## src/rtl/time_surface_scanner_pkg.sv

```systemverilog
// Shared constants and scan FSM state type for the time-surface scanner.
package time_surface_scanner_pkg;

  localparam int TS_W        = 16;
  localparam int ADDR_W      = 8;
  localparam int PIX_COUNT   = 2 ** ADDR_W;
  localparam int WINDOW_LOG2 = 12;
  localparam int FEAT_W      = 4;

  // A stored timestamp of zero means the pixel has never been written.
  localparam logic [TS_W-1:0] TS_EMPTY = '0;

  typedef enum logic [1:0] {
    S_IDLE,
    S_PRIME,
    S_STREAM,
    S_DONE
  } scan_state_e;

endpackage

```

## src/rtl/ts_decay_quant.sv

```systemverilog
// Combinational linear-decay quantiser: (reference time, timestamp) -> feature.
module ts_decay_quant
  import time_surface_scanner_pkg::*;
#(
  parameter int Q_TS_W        = TS_W,
  parameter int Q_WINDOW_LOG2 = WINDOW_LOG2,
  parameter int Q_FEAT_W      = FEAT_W
) (
  input  logic [Q_TS_W-1:0]   ref_ts,
  input  logic [Q_TS_W-1:0]   ts,
  output logic [Q_FEAT_W-1:0] feat
);

  localparam logic [Q_TS_W-1:0] WINDOW = Q_TS_W'(1) << Q_WINDOW_LOG2;

  logic [Q_TS_W-1:0]      age;
  logic [Q_WINDOW_LOG2-1:0] remain;

  // Modular subtraction keeps ages correct across a timestamp counter wrap.
  assign age = ref_ts - ts;

  // Inside the window, (2**W - 1 - age) is the bitwise inverse of the low W bits.
  assign remain = ~age[Q_WINDOW_LOG2-1:0];

  always_comb begin
    feat = '0;
    if (ts != Q_TS_W'(TS_EMPTY) && age < WINDOW) begin
      feat = Q_FEAT_W'(remain >> (Q_WINDOW_LOG2 - Q_FEAT_W));
    end
  end

endmodule

```

## src/rtl/time_surface_scanner.sv

```systemverilog
// Sweeps the 256x16 timestamp store and streams one decay feature per pixel.
// Optional TS_SCAN_STATS_EN adds active_count (nonzero features in the current scan).
module time_surface_scanner
  import time_surface_scanner_pkg::*;
(
  input  logic              clk,
  input  logic              rst,
  input  logic              start,
  input  logic [TS_W-1:0]   now_ts,
  output logic              busy,
  output logic              done,
  output logic [ADDR_W-1:0] bram_addr,
  input  logic [TS_W-1:0]   bram_dout,
  output logic              feat_valid,
  input  logic              feat_ready,
  output logic [FEAT_W-1:0] feat_data,
  output logic [ADDR_W-1:0] feat_addr,
  output logic              feat_last
`ifdef TS_SCAN_STATS_EN
  ,
  output logic [ADDR_W:0]   active_count
`endif
);

  localparam logic [ADDR_W-1:0] PIX_LAST = ADDR_W'(PIX_COUNT - 1);

  scan_state_e       state, state_next;
  logic [TS_W-1:0]   now_q;
  logic [ADDR_W-1:0] next_pix;
  logic              all_loaded;
  logic              fresh;
  logic [TS_W-1:0]   held_ts;
  logic [TS_W-1:0]   src_ts;
  logic [FEAT_W-1:0] feat_calc;
  logic              load;
  logic              fire;

  assign fire = feat_valid && feat_ready;
  assign load = (state == S_STREAM) && !all_loaded && (!feat_valid || feat_ready);

  // While bram_addr is held the store output moves on to the held address, so the
  // word belonging to next_pix is kept in held_ts from the first stalled cycle.
  assign src_ts = fresh ? bram_dout : held_ts;

  ts_decay_quant u_quant (
    .ref_ts (now_q),
    .ts     (src_ts),
    .feat   (feat_calc)
  );

  always_ff @(posedge clk) begin
    if (rst) state <= S_IDLE;
    else     state <= state_next;
  end

  always_comb begin
    state_next = state;
    busy       = 1'b0;
    done       = 1'b0;
    case (state)
      S_IDLE:   if (start) state_next = S_PRIME;
      S_PRIME: begin
        busy       = 1'b1;
        state_next = S_STREAM;
      end
      S_STREAM: begin
        busy = 1'b1;
        if (fire && feat_last) state_next = S_DONE;
      end
      S_DONE: begin
        done       = 1'b1;
        state_next = S_IDLE;
      end
      default:  state_next = S_IDLE;
    endcase
  end

  always_ff @(posedge clk) begin
    if (rst) begin
      now_q      <= '0;
      bram_addr  <= '0;
      next_pix   <= '0;
      all_loaded <= 1'b0;
      fresh      <= 1'b0;
      held_ts    <= '0;
      feat_valid <= 1'b0;
      feat_data  <= '0;
      feat_addr  <= '0;
      feat_last  <= 1'b0;
    end else begin
      case (state)
        S_IDLE: begin
          if (start) begin
            now_q      <= now_ts;
            bram_addr  <= '0;
            next_pix   <= '0;
            all_loaded <= 1'b0;
            fresh      <= 1'b0;
          end
        end
        S_PRIME: begin
          bram_addr <= ADDR_W'(1);
          fresh     <= 1'b1;
        end
        S_STREAM: begin
          fresh <= load;
          if (fresh) held_ts <= bram_dout;
          if (load) begin
            feat_valid <= 1'b1;
            feat_data  <= feat_calc;
            feat_addr  <= next_pix;
            feat_last  <= (next_pix == PIX_LAST);
            next_pix   <= next_pix + ADDR_W'(1);
            if (next_pix == PIX_LAST) all_loaded <= 1'b1;
            if (bram_addr != PIX_LAST) bram_addr <= bram_addr + ADDR_W'(1);
          end else if (fire) begin
            feat_valid <= 1'b0;
            feat_last  <= 1'b0;
          end
        end
        default: ;
      endcase
    end
  end

`ifdef TS_SCAN_STATS_EN
  always_ff @(posedge clk) begin
    if (rst) begin
      active_count <= '0;
    end else if (state == S_IDLE && start) begin
      active_count <= '0;
    end else if (fire && feat_data != '0) begin
      active_count <= active_count + (ADDR_W+1)'(1);
    end
  end
`endif

endmodule

```

## config.mk

```make
export PLATFORM = sky130hd
export DESIGN_NAME = time_surface_scanner
export DESIGN_NICKNAME = d
export VERILOG_FILES = /design/src/rtl/time_surface_scanner_pkg.sv /design/src/rtl/ts_decay_quant.sv /design/src/rtl/time_surface_scanner.sv
export SDC_FILE = /design/constraint.sdc
export NUM_CORES = 1
export LEC_CHECK = 0
export ABC_AREA = 0
export CAP_MARGIN = 40
export CORE_ASPECT_RATIO = 1.5
export CORE_MARGIN = 2
export CORE_UTILIZATION = 59
export CTS_BUF_LIST = sky130_fd_sc_hd__clkbuf_4 sky130_fd_sc_hd__clkbuf_8
export CTS_CLUSTER_DIAMETER = 50
export DETAILED_ROUTE_END_ITERATION = 10
export PLACE_DENSITY = 0.95
export SLEW_MARGIN = 10
export SYNTH_ARGS = -nofsm -noshare
export SYNTH_HDL_FRONTEND = slang
export SYNTH_SLANG_ARGS = --single-unit
```

## constraint.sdc

```tcl
create_clock -name clk -period 4.66 [get_ports clk]
set_input_delay 0.932 -clock clk [delete_from_list [all_inputs] [get_ports clk]]
set_output_delay 0.932 -clock clk [all_outputs]
set_load 0.02 [all_outputs]
```

==> results of run 1 <==
-- through the flow --
step	util [%]	total power [uW]	area, um^2
floorplan	-	1910	3570
global placement	71.7	2230	4180
detailed placement	71.7	2250	4180
CTS	75.7	2830	4410
global route	75.7	3050	4410
finish	75.7	2840	4410
-- kinds of logic (layout without fill, tap and decap cells) --
group	count (synthesis)	after routing	synth area share, %
AND/OR/NAND/NOR	181	181	23.0
XOR/XNOR	13	13	3.19
multiplexers	19	19	5.47
buffers and inverters	28	84	3.23
AO/OA/AOI/OAI	115	115	20.3
adder cells (fa/ha/maj)	22	22	7.72
flip-flops	66	66	37.0
-- per-layer routing --
metal  routed length, um  share of wire, %  up-vias
met2                4660                50      108
met3                 446               4.8       47
met5                   0                 0        -
li1                    -                 -     1689
met1                3570                38     1618
met4                 652               7.0        0
-- registers in the layout, summed over array words and instances (netlist names) --
| register | count |
|---|---|
| next_pix | 8 |
| state | 2 |
| held_ts | 16 |
| fresh | 1 |
| all_loaded | 1 |
| now_q | 16 |
| bram_addr | 8 |
| feat_last | 1 |
| feat_data | 4 |
| feat_addr | 8 |
| feat_valid | 1 |
-- worst max-delay path by stage --
| stage | start | cells past startpoint | slack (ns) | to |
|---|---|---|---|---|
| finish | fresh$_SDFFE_PP0P_ | 10 | 1.30 | feat_data[0]$_SDFFE_PP0P_ |
| global route | fresh$_SDFFE_PP0P_ | 10 | 1.08 | feat_data[2]$_SDFFE_PP0P_ |
| CTS | fresh$_SDFFE_PP0P_ | 10 | 1.32 | feat_data[0]$_SDFFE_PP0P_ |
| detailed placement | bram_dout[3] | 10 | 1.13 | feat_data[0]$_SDFFE_PP0P_ |
| global placement | bram_dout[3] | 10 | 1.10 | feat_data[1]$_SDFFE_PP0P_ |
| floorplan | fresh$_SDFFE_PP0P_ | 13 | 1.71 | feat_data[0]$_SDFFE_PP0P_ |
-- power groups by stage --
stage	clock, uW	combinational [uW]	sequential [uW]
2_1_floorplan	0	1180	728
3_3_place_gp	0	1480	747
3_5_place_dp	0	1500	752
4_1_cts	570	1520	742
5_1_grt	598	1690	756
6_report	567	1530	743
-- synthesized netlist by cell type, types with 2 or more instances --
cell and n:
sky130_fd_sc_hd__nand2_1 80, sky130_fd_sc_hd__dfxtp_1 66, sky130_fd_sc_hd__nor2_1 49, sky130_fd_sc_hd__a21oi_1 48, sky130_fd_sc_hd__ha_1 22, sky130_fd_sc_hd__a211oi_1 19
sky130_fd_sc_hd__mux2i_1 18, sky130_fd_sc_hd__clkbuf_1 14, sky130_fd_sc_hd__o21ai_1 10, sky130_fd_sc_hd__xor2_1 10, sky130_fd_sc_hd__nand3_1 9, sky130_fd_sc_hd__nor3_1 9
sky130_fd_sc_hd__o21ai_0 8, sky130_fd_sc_hd__nor2b_1 7, sky130_fd_sc_hd__inv_1 6, sky130_fd_sc_hd__buf_1 5, sky130_fd_sc_hd__nand4_1 5, sky130_fd_sc_hd__nor4_1 5
sky130_fd_sc_hd__o211ai_1 5, sky130_fd_sc_hd__a22oi_1 4, sky130_fd_sc_hd__nand2b_1 4, sky130_fd_sc_hd__a311oi_1 3, sky130_fd_sc_hd__or3_1 3, sky130_fd_sc_hd__xnor2_1 3
sky130_fd_sc_hd__a211o_1 2, sky130_fd_sc_hd__a21o_1 2, sky130_fd_sc_hd__a31oi_1 2, sky130_fd_sc_hd__a41oi_1 2, sky130_fd_sc_hd__and3_1 2, sky130_fd_sc_hd__buf_2 2
sky130_fd_sc_hd__nand3b_1 2
-- final cells by class --
class | instances | share of cell area [%]
inverters | 6 | 0.511
multi-input cells | 350 | 48.3
clock buffers | 10 | 3.12
repair buffers | 62 | 13.9
well taps | 72 | 2.04
flip-flops and latches | 66 | 30.0
clock inverters | 6 | 2.16
-- critical path: stages, from the launching register on --
cell                        delay, ns
sky130_fd_sc_hd__dfxtp_1         0.73
sky130_fd_sc_hd__buf_4           0.35
sky130_fd_sc_hd__mux2i_1         0.41
sky130_fd_sc_hd__ha_1            0.22
sky130_fd_sc_hd__nand4_1         0.15
sky130_fd_sc_hd__a211o_1         0.33
sky130_fd_sc_hd__a21oi_1         0.28
sky130_fd_sc_hd__o41ai_1         0.16
sky130_fd_sc_hd__nor4b_4         0.29
sky130_fd_sc_hd__o2111ai_2       0.19
sky130_fd_sc_hd__o21ai_1         0.17
==> results.tsv, run 1 <==
stage	metric	value	unit
run_status	outcome	finished clean	
worst_setup_path	worst_setup_path_end_kind	register	
placement	dp.final_hpwl	6760	um
power	power.share.combinational	53.9	%
yosys	synth.distinct_cells	49	
floorplan	design.die.area	6700	um^2
placement	place_congestion	0.887	
yosys	syn_area_per_cell	8.03	um^2
timing	max_slew_headroom	48.0	%
run	max_cap_violations	0	
clocking	cts_hold_buf	0	
clocking	cts_repair_resize_count	0	
clocking	post_cts.repair.setup_buffers	0	
floorplan	die_h	99.2	um
floorplan	fp.dieW	67.5	um
yosys	synth_async_sr_flop_share	0	%
worst_setup_path	r2r_end	feat_data[0]$_SDFFE_PP0P_	
power	sw_frac_of_total	43.6	%
worst_setup_path	crit_path_start_kind	register	
worst_setup_path	worst-endpoint-required	4.94	ns
drt	drc	0	
floorplan	fp-row-count	34	
worst_hold_path	timing.hold.worst_path_depth	2	
grt	grt_first_pass_wirelength	15400	um
clocking	clock_path_buffers	2	
power	total_leakage_power	0.00159	uW
timing	post-route-period-util	72.1	%
yosys	yosys_most_used_dff	sky130_fd_sc_hd__dfxtp_1	
grt	grt_usage	30.2	%
grt	met1_global_route_usage	31.0	%
timing	report.final.hold_viol_count	0	
clocking	tritoncts	built	
cells_and_area	final-seq-area	1320	um^2
power	internal-power	1600	uW
yosys	post-synth-top-area-fraction	37.0	%
placement	numPlacedInstances	556	
timing	drv_slew	0	
worst_hold_path	hold_path_end	feat_data[1]$_SDFFE_PP0P_	
cells_and_area	layout-drive-gt1-share	5.00	%
worst_setup_path	worstSetupPathType	reg -> reg	
drt	routed_wire_length_per_instance	16.3	um
grt	grt_antenna_before_repair	0	
drt	dr_total_vias	3462	
floorplan	design.core.area	5830	um^2
cells_and_area	fillCellCount	425	
yosys	post_synth_instance_area	3570	um^2
clocking	htree_num_levels	3	
drt	drtIter0Drc	239	
timing	fin_worst_skew	0.0140	ns
cells_and_area	antenna_cells_inserted	0	
yosys	netlist.top_cell.by_area	sky130_fd_sc_hd__dfxtp_1	
yosys	synth_seq_area_share	37.0	%
power	clock_power_share	20.0	%
timing	worstMarginPinSlew	0.778	ns
floorplan	floorplan.initialDensity	61.2	%
drt	drt_pass1_iterations	4	
power	power-per-cell-area	644	nW/um^2
yosys	post_synth_main_area_contributors	sky130_fd_sc_hd__dfxtp_1, sky130_fd_sc_hd__nand2_1, sky130_fd_sc_hd__ha_1	
cells_and_area	area_growth_syn_to_layout	23.6	%
worst_setup_path	worstRegToRegCells	10	
power	vdd.ir_drop.worst	584	uV
grt	grt-busiest-layer	met2	
worst_setup_path	cp.arrival	3.65	ns
floorplan	num_io_pins	60	
grt	global_route.usage.met2	50.8	%
yosys	synth.ff_latch_count	66	
worst_setup_path	reg2reg_setup_slack	1.30	ns
grt	grt_met3_use	8.37	%
clocking	cts_inserted_buffers	9	
worst_setup_path	critical_path.reg2reg.startpoint	fresh$_SDFFE_PP0P_	
clocking	clk_pin_slew_worst_paths	0.08	ns
grt	first_global_vias	3448	
worst_setup_path	path_max_fanout	15	
cells_and_area	multi_input_comb_area	2130	um^2
grt	grt_max_degree	53	
yosys	yosys_warnings	0	
drt	drt.antenna.violating_nets	0	
clocking	worstSkewPairLatency	0.36	ns
drt	finalWirelength	9330	um
worst_hold_path	min_path_type	reg -> reg	
timing	setup_tns	0	ns
grt	grt_overflow_total	0	
placement	port_buffers	59	
clocking	clock_sinks	66	
power	power_frac_seq	26.1	%
placement	dp_worst_setup_slack	1.13	ns
timing	hold-worst-slack	0.444	ns
cells_and_area	most-common-layout-cells	sky130_fd_sc_hd__nand2_1, sky130_fd_sc_hd__dfxtp_1, sky130_fd_sc_hd__clkdlybuf4s50_1	
drt	route.detailed.vias_per_inst	6.05	
timing	setup_slack	1.30	ns
cells_and_area	final_net_count	553	
cells_and_area	stdcell_count	572	
clocking	cts-root-buf	sky130_fd_sc_hd__clkbuf_8	
cells_and_area	most_frequent_standard_cell_in_the_layout_excluding_fill_and_tap_cells	sky130_fd_sc_hd__nand2_1	
timing	rsz0062_at_grt	no	
yosys	synth_nets	502	
timing	fmax	298	MHz
yosys	synth_enable_flop_cells	0	
timing	fin_crit	3.36	ns
timing	count_of_endpoints_failing_setup_in_the_final_report	0	
power	p_switching	1240	uW
worst_hold_path	hold_path_startpoint	feat_data[1]$_SDFFE_PP0P_	
yosys	postSynthCellCount	444	
No activity file was read; power rests on OpenSTA's default activity.
==> inputs of run 2 (changes only) <==
--- a/config.mk
+++ b/config.mk
@@ -9,11 +9,11 @@
 export CAP_MARGIN = 40
 export CORE_ASPECT_RATIO = 1.5
 export CORE_MARGIN = 2
-export CORE_UTILIZATION = 59
+export CORE_UTILIZATION = 50
 export CTS_BUF_LIST = sky130_fd_sc_hd__clkbuf_4 sky130_fd_sc_hd__clkbuf_8
 export CTS_CLUSTER_DIAMETER = 50
 export DETAILED_ROUTE_END_ITERATION = 10
-export PLACE_DENSITY = 0.95
+export PLACE_DENSITY = 0.89
 export SLEW_MARGIN = 10
 export SYNTH_ARGS = -nofsm -noshare
 export SYNTH_HDL_FRONTEND = slang
==> constraint.sdc (replaced) <==
create_clock -name clk -period 2.85 [get_ports clk]
set_input_delay 0.57 -clock clk [delete_from_list [all_inputs] [get_ports clk]]
set_output_delay 0.57 -clock clk [all_outputs]
set_load 0.02 [all_outputs]
==> results.tsv, run 2 (synthesis results as in run 1) <==
stage	metric	value	unit
timing	hold-worst-slack	0.451	ns
floorplan	floorplan.initialDensity	51.7	%
timing	fin_worst_skew	0.00754	ns
drt	highest_layer	met4	
clocking	tritoncts	built	
timing	count_of_endpoints_failing_setup_in_the_final_report	0	
cells_and_area	final_net_count	596	
drt	drt.antenna.violating_nets	0	
worst_setup_path	path_max_fanout	4	
clocking	cts_inserted_buffers	9	
worst_setup_path	worst_setup_path_end_kind	register	
worst_hold_path	min_path_type	reg -> reg	
grt	grt_antenna_before_repair	0	
drt	wl_met1	3860	um
timing	report.final.hold_viol_count	0	
drt	dr_total_vias	3587	
timing	setup_slack	0.0797	ns
floorplan	fp.dieW	73.0	um
placement	numPlacedInstances	604	
clocking	clock_path_buffers	2	
drt	finalWirelength	10100	um
clocking	post_cts.repair.setup_buffers	0	
power	total_leakage_power	0.00181	uW
drt	drtIter0Drc	119	
cells_and_area	most_frequent_standard_cell_in_the_layout_excluding_fill_and_tap_cells	sky130_fd_sc_hd__nand2_1	
placement	dp_worst_setup_slack	-0.330	ns
run	max_cap_violations	0	
cells_and_area	antenna_cells_inserted	0	
drt	route.detailed.vias_per_inst	5.79	
power	vdd.ir_drop.worst	636	uV
floorplan	design.die.area	7840	um^2
floorplan	num_io_pins	60	
clocking	cts_hold_buf	0	
power	power-per-cell-area	1120	nW/um^2
clocking	cts_repair_resize_count	0	
placement	dp.final_hpwl	7560	um
grt	grt_overflow_total	0	
drt	drc	0	
worst_setup_path	crit_path_start_kind	input port	
clocking	cts-root-buf	sky130_fd_sc_hd__clkbuf_8	
cells_and_area	layout_top_registers	held_ts (16), now_q (16)	
cells_and_area	most-common-layout-cells	sky130_fd_sc_hd__nand2_1, sky130_fd_sc_hd__dfxtp_1, sky130_fd_sc_hd__clkdlybuf4s50_1	
placement	cell_area_after_placement	4510	um^2
worst_setup_path	worstSetupPathType	in -> reg	
timing	post-route-period-util	97.2	%
clocking	worstSkewPairLatency	0.35	ns
grt	grt_usage	25.8	%
cells_and_area	stdcell_count	620	
cells_and_area	layout-drive-gt1-share	15.3	%
grt	grt_max_degree	52	
timing	max_slew_headroom	59.0	%
worst_setup_path	cp.arrival	3.05	ns
drt	dr_wl_met2	5310	um
timing	fmax	361	MHz
timing	fin_crit	2.77	ns
clocking	clk_pin_slew_worst_paths	0.06	ns
floorplan	die_h	107	um
placement	place_congestion	0.906	
timing	drv_slew	0	
floorplan	fp-row-count	37	
clocking	clock_sinks	66	
drt	routed_wire_length_per_instance	16.2	um
run_status	outcome	finished clean	
grt	grt_first_pass_wirelength	15600	um
drt	route.met3.wl	305	um
clocking	htree_num_levels	3	
drt	drt_pass1_iterations	4	
timing	worstMarginPinSlew	0.608	ns
cells_and_area	fillCellCount	529	
grt	first_global_vias	3472	
placement	port_buffers	59	
worst_setup_path	worst-endpoint-required	3.13	ns
cells_and_area	finalInstanceArea	4820	um^2
floorplan	design.core.area	6900	um^2
cells_and_area	area_growth_syn_to_layout	35.3	%
## run 2: cell count changes in the layout (fill, tap and decap cells not counted), sizes merged, moves of 2 or more
cell | previous run | this run
inv | 9 | 6
clkbuf | 10 | 13
clkdlybuf4s50 | 59 | 57
dlymetal6s2s | 0 | 2
buf | 3 | 45
## run 2: critical path: stages
cell and delay, ns:
sky130_fd_sc_hd__clkdlybuf4s50_1 0.48, sky130_fd_sc_hd__mux2i_1 0.08, sky130_fd_sc_hd__buf_4 0.15, sky130_fd_sc_hd__ha_1 0.31, sky130_fd_sc_hd__a21oi_1 0.18, sky130_fd_sc_hd__o211a_1 0.23
sky130_fd_sc_hd__a211o_1 0.24, sky130_fd_sc_hd__nand2_2 0.11, sky130_fd_sc_hd__a311oi_2 0.32, sky130_fd_sc_hd__o2111ai_2 0.19, sky130_fd_sc_hd__o21ai_1 0.17
## run 2: final timing paths
path	depth (start not counted)	startpoint	to	slack [ns]
worst min register to register	2	feat_data[0]$_SDFFE_PP0P_	feat_data[0]$_SDFFE_PP0P_	0.45
worst max-delay path	11	bram_dout[7]	feat_data[2]$_SDFFE_PP0P_	0.08
worst max register to register	11	fresh$_SDFFE_PP0P_	feat_data[2]$_SDFFE_PP0P_	0.12
worst min-delay path	2	feat_data[0]$_SDFFE_PP0P_	feat_data[0]$_SDFFE_PP0P_	0.45
## run 2: area by class of cell
class	instances	area, um^2	area share, %
Clock buffer	12	153	3.16
Clock inverter	3	40.0	0.830
Inverter	6	22.5	0.467
Multi-Input combinational cell	350	2220	46.0
Sequential cell	66	1320	27.4
Tap cell	78	97.6	2.02
Timing Repair Buffer	105	971	20.1
## run 2: metal layers
| metal | vias up | GRT usage [%] |
|---|---|---|
| li1 | 1770 | - |
| met1 | 1688 | 26.2 |
| met2 | 91 | 46.5 |
| met3 | 38 | 4.21 |
| met4 | 0 | 17.9 |
| met5 | - | 0 |
## run 2: metrics by stage
stage	TNS (ns)	utilization, %	power, uW
final	0	69.9	5380
after global routing	-0.126	69.9	5710
after CTS	0	68.2	5080
after detailed placement	-1.28	65.4	4290
after global placement	-1.09	65.4	4210
after floorplan	0	-	3120
## run 2: power by group
part	internal, uW	total, uW	switching (uW)
Sequential	1080	1210	138
Clock	440	780	340
Combinational	1610	3390	1780
==> inputs of run 3 (changes only) <==
--- a/config.mk
+++ b/config.mk
@@ -6,7 +6,7 @@
 export NUM_CORES = 1
 export LEC_CHECK = 0
 export ABC_AREA = 0
-export CAP_MARGIN = 40
+export CAP_MARGIN = 0
 export CORE_ASPECT_RATIO = 1.5
 export CORE_MARGIN = 2
 export CORE_UTILIZATION = 50
@@ -14,6 +14,8 @@
 export CTS_CLUSTER_DIAMETER = 50
 export DETAILED_ROUTE_END_ITERATION = 10
 export PLACE_DENSITY = 0.89
+export REMOVE_ABC_BUFFERS = 1
+export SETUP_SLACK_MARGIN = 0.5
 export SLEW_MARGIN = 10
 export SYNTH_ARGS = -nofsm -noshare
 export SYNTH_HDL_FRONTEND = slang
==> results.tsv, run 3 (synthesis results as in run 1) <==
stage	metric	value	unit
worst_hold_path	min_path_type	reg -> reg	
placement	dp.final_hpwl	7180	um
timing	setup_slack	0.204	ns
power	clock_power_share	14.1	%
power	power.share.combinational	63.5	%
power	power_frac_seq	22.3	%
cells_and_area	antenna_cells_inserted	0	
clocking	tritoncts	built	
placement	place_congestion	0.955	
timing	count_of_endpoints_failing_setup_in_the_final_report	0	
floorplan	die_h	107	um
floorplan	fp-row-count	37	
power	power-per-cell-area	1110	nW/um^2
drt	drc	0	
worst_setup_path	cp-startpoint	fresh$_SDFFE_PP0P_	
clocking	clock_path_buffers	2	
worst_setup_path	list_of_cells_traversed_by_the_critical_path	buf_12 > mux2i_1 > ha_1 > a21oi_1 > o21ai_2 > o21ai_0 > a22oi_1 > nor4b_4 > o2111ai_2 > o21ai_1	
timing	max_slew_headroom	63.1	%
timing	fmax	378	MHz
power	total_leakage_power	0.00184	uW
grt	grt_max_degree	52	
drt	drt.antenna.violating_nets	0	
worst_setup_path	reg2reg_setup_slack	0.20	ns
timing	report.final.hold_viol_count	0	
drt	finalWirelength	10600	um
cells_and_area	final_net_count	594	
floorplan	floorplan.initialDensity	51.7	%
run_status	outcome	finished clean	
clocking	cts-root-buf	sky130_fd_sc_hd__clkbuf_8	
timing	fin_worst_skew	0.00923	ns
clocking	cts_hold_buf	0	
grt	grt_met3_use	5.99	%
power	vdd.ir_drop.worst	537	uV
cells_and_area	layout-drive-gt1-share	19.0	%
drt	routed_wire_length_per_instance	17.2	um
drt	drtIter0Drc	225	
cells_and_area	most_frequent_standard_cell_in_the_layout_excluding_fill_and_tap_cells	sky130_fd_sc_hd__nand2_1	
clocking	clock_sinks	66	
grt	grt_antenna_before_repair	0	
cells_and_area	layout_top_registers	held_ts (16), now_q (16)	
grt	first_global_vias	3455	
drt	drt_pass1_iterations	5	
placement	port_buffers	59	
worst_setup_path	cpPeakStageDelay	0.42	ns
cells_and_area	post-route-util	72.8	%
cells_and_area	most-common-layout-cells	sky130_fd_sc_hd__nand2_1, sky130_fd_sc_hd__dfxtp_1, sky130_fd_sc_hd__clkdlybuf4s50_1	
grt	met1_global_route_usage	28.4	%
power	internal-power	3190	uW
worst_setup_path	crit_path_start_kind	register	
grt	grt_usage	27.3	%
worst_setup_path	path_buf_inv	1	
floorplan	num_io_pins	60	
worst_setup_path	path_max_fanout	7	
cells_and_area	area_growth_syn_to_layout	40.8	%
worst_setup_path	worst_setup_path_end_kind	register	
timing	rsz0062_at_grt	yes	
power	p_switching	2380	uW
drt	route.detailed.vias_per_inst	5.90	
grt	grt_overflow_total	0	
worst_setup_path	worstSetupPathType	reg -> reg	
drt	dr_total_vias	3654	
clocking	htree_num_levels	3	
clocking	cts_inserted_buffers	9	
timing	post-route-period-util	92.8	%
clocking	clk_pin_slew_worst_paths	0.07	ns
worst_setup_path	worst-endpoint-required	3.12	ns
clocking	worstSkewPairLatency	0.35	ns
worst_setup_path	worstRegToRegCells	10	
floorplan	design.die.area	7840	um^2
timing	worstMarginPinSlew	0.546	ns
worst_hold_path	hold_path_startpoint	feat_data[3]$_SDFFE_PP0P_	
floorplan	design.core.area	6900	um^2
run	max_cap_violations	0	
floorplan	fp.dieW	73.0	um
grt	grt_first_pass_wirelength	16300	um
grt	grt-busiest-layer	met2	
worst_setup_path	critical_path.reg2reg.startpoint	fresh$_SDFFE_PP0P_	
worst_hold_path	timing.hold.worst_path_depth	2	
timing	fin_crit	2.65	ns
timing	hold-worst-slack	0.449	ns
worst_setup_path	cp.arrival	2.92	ns
placement	dp_worst_setup_slack	-0.271	ns
worst_setup_path	crit_slowest_cell	sky130_fd_sc_hd__dfxtp_4	
timing	drv_slew	0	
power	sw_frac_of_total	42.8	%
grt	global_route.usage.met2	50.2	%
worst_setup_path	timing.critical_path.max_delay_family	compound AO/OA/AOI/OAI gates	
worst_setup_path	r2r_end	feat_data[0]$_SDFFE_PP0P_	
worst_hold_path	hold_path_end	feat_data[3]$_SDFFE_PP0P_	
-- run 3: what timing repair did --
item | in CTS | in global routing
gates cloned | 2 | 0
buffers inserted | 0 | 3
pin swaps | 12 | 15
gates resized for setup | 27 | 32
setup endpoints to repair | 5 | 15
-- run 3: stage by stage --
step                      setup TNS, ns  instances  total power, uW  instance area (um^2)
final                                 0        619             5560                  5020
after detailed placement         -0.976        598             4170                  4470
after CTS                             0        616             5210                  4840
after global placement           -0.771        598             4110                  4470
after global routing                  0        619             5900                  5020
after floorplan                  -0.203        422             3070                  3470
-- run 3: power groups by stage --
stage	sequential (uW)	clock, uW	combinational, uW
after detailed placement	1210	0	2960
after CTS	1210	794	3200
after floorplan	1220	0	1850
final	1240	787	3530
after global placement	1200	0	2910
after global routing	1260	833	3800
-- run 3: per-layer routing --
| layer | vias up | wire length, um |
|---|---|---|
| li1 | 1766 | - |
| met1 | 1722 | 3940 |
| met5 | - | 0 |
| met3 | 35 | 526 |
| met2 | 131 | 5690 |
| met4 | 0 | 467 |
-- run 3: cell type report --
class	count	area, um^2
tap	78	97.6
inverter	6	22.5
fill	502	1870
clock inverter	7	70.1
clock buffer	9	124
multi-input combinational	350	2400
sequential	66	1330
timing repair buffer	103	980
-- run 3: tightest hold or removal path: stages, from the launching register on --
cell,delay (ns)
sky130_fd_sc_hd__dfxtp_1,0.31
sky130_fd_sc_hd__nand2_1,0.05
sky130_fd_sc_hd__o21ai_1,0.05
-- run 3: how the worst max path moves through the flow --
| stage | end | cells past startpoint |
|---|---|---|
| 2_1_floorplan | feat_data[0]$_SDFFE_PP0P_ | 8 |
| 3_3_place_gp | feat_data[0]$_SDFFE_PP0P_ | 11 |
| 3_5_place_dp | feat_data[2]$_SDFFE_PP0P_ | 11 |
| 4_1_cts | feat_data[1]$_SDFFE_PP0P_ | 10 |
| 5_1_grt | feat_data[0]$_SDFFE_PP0P_ | 10 |
| 6_report | feat_data[0]$_SDFFE_PP0P_ | 10 |
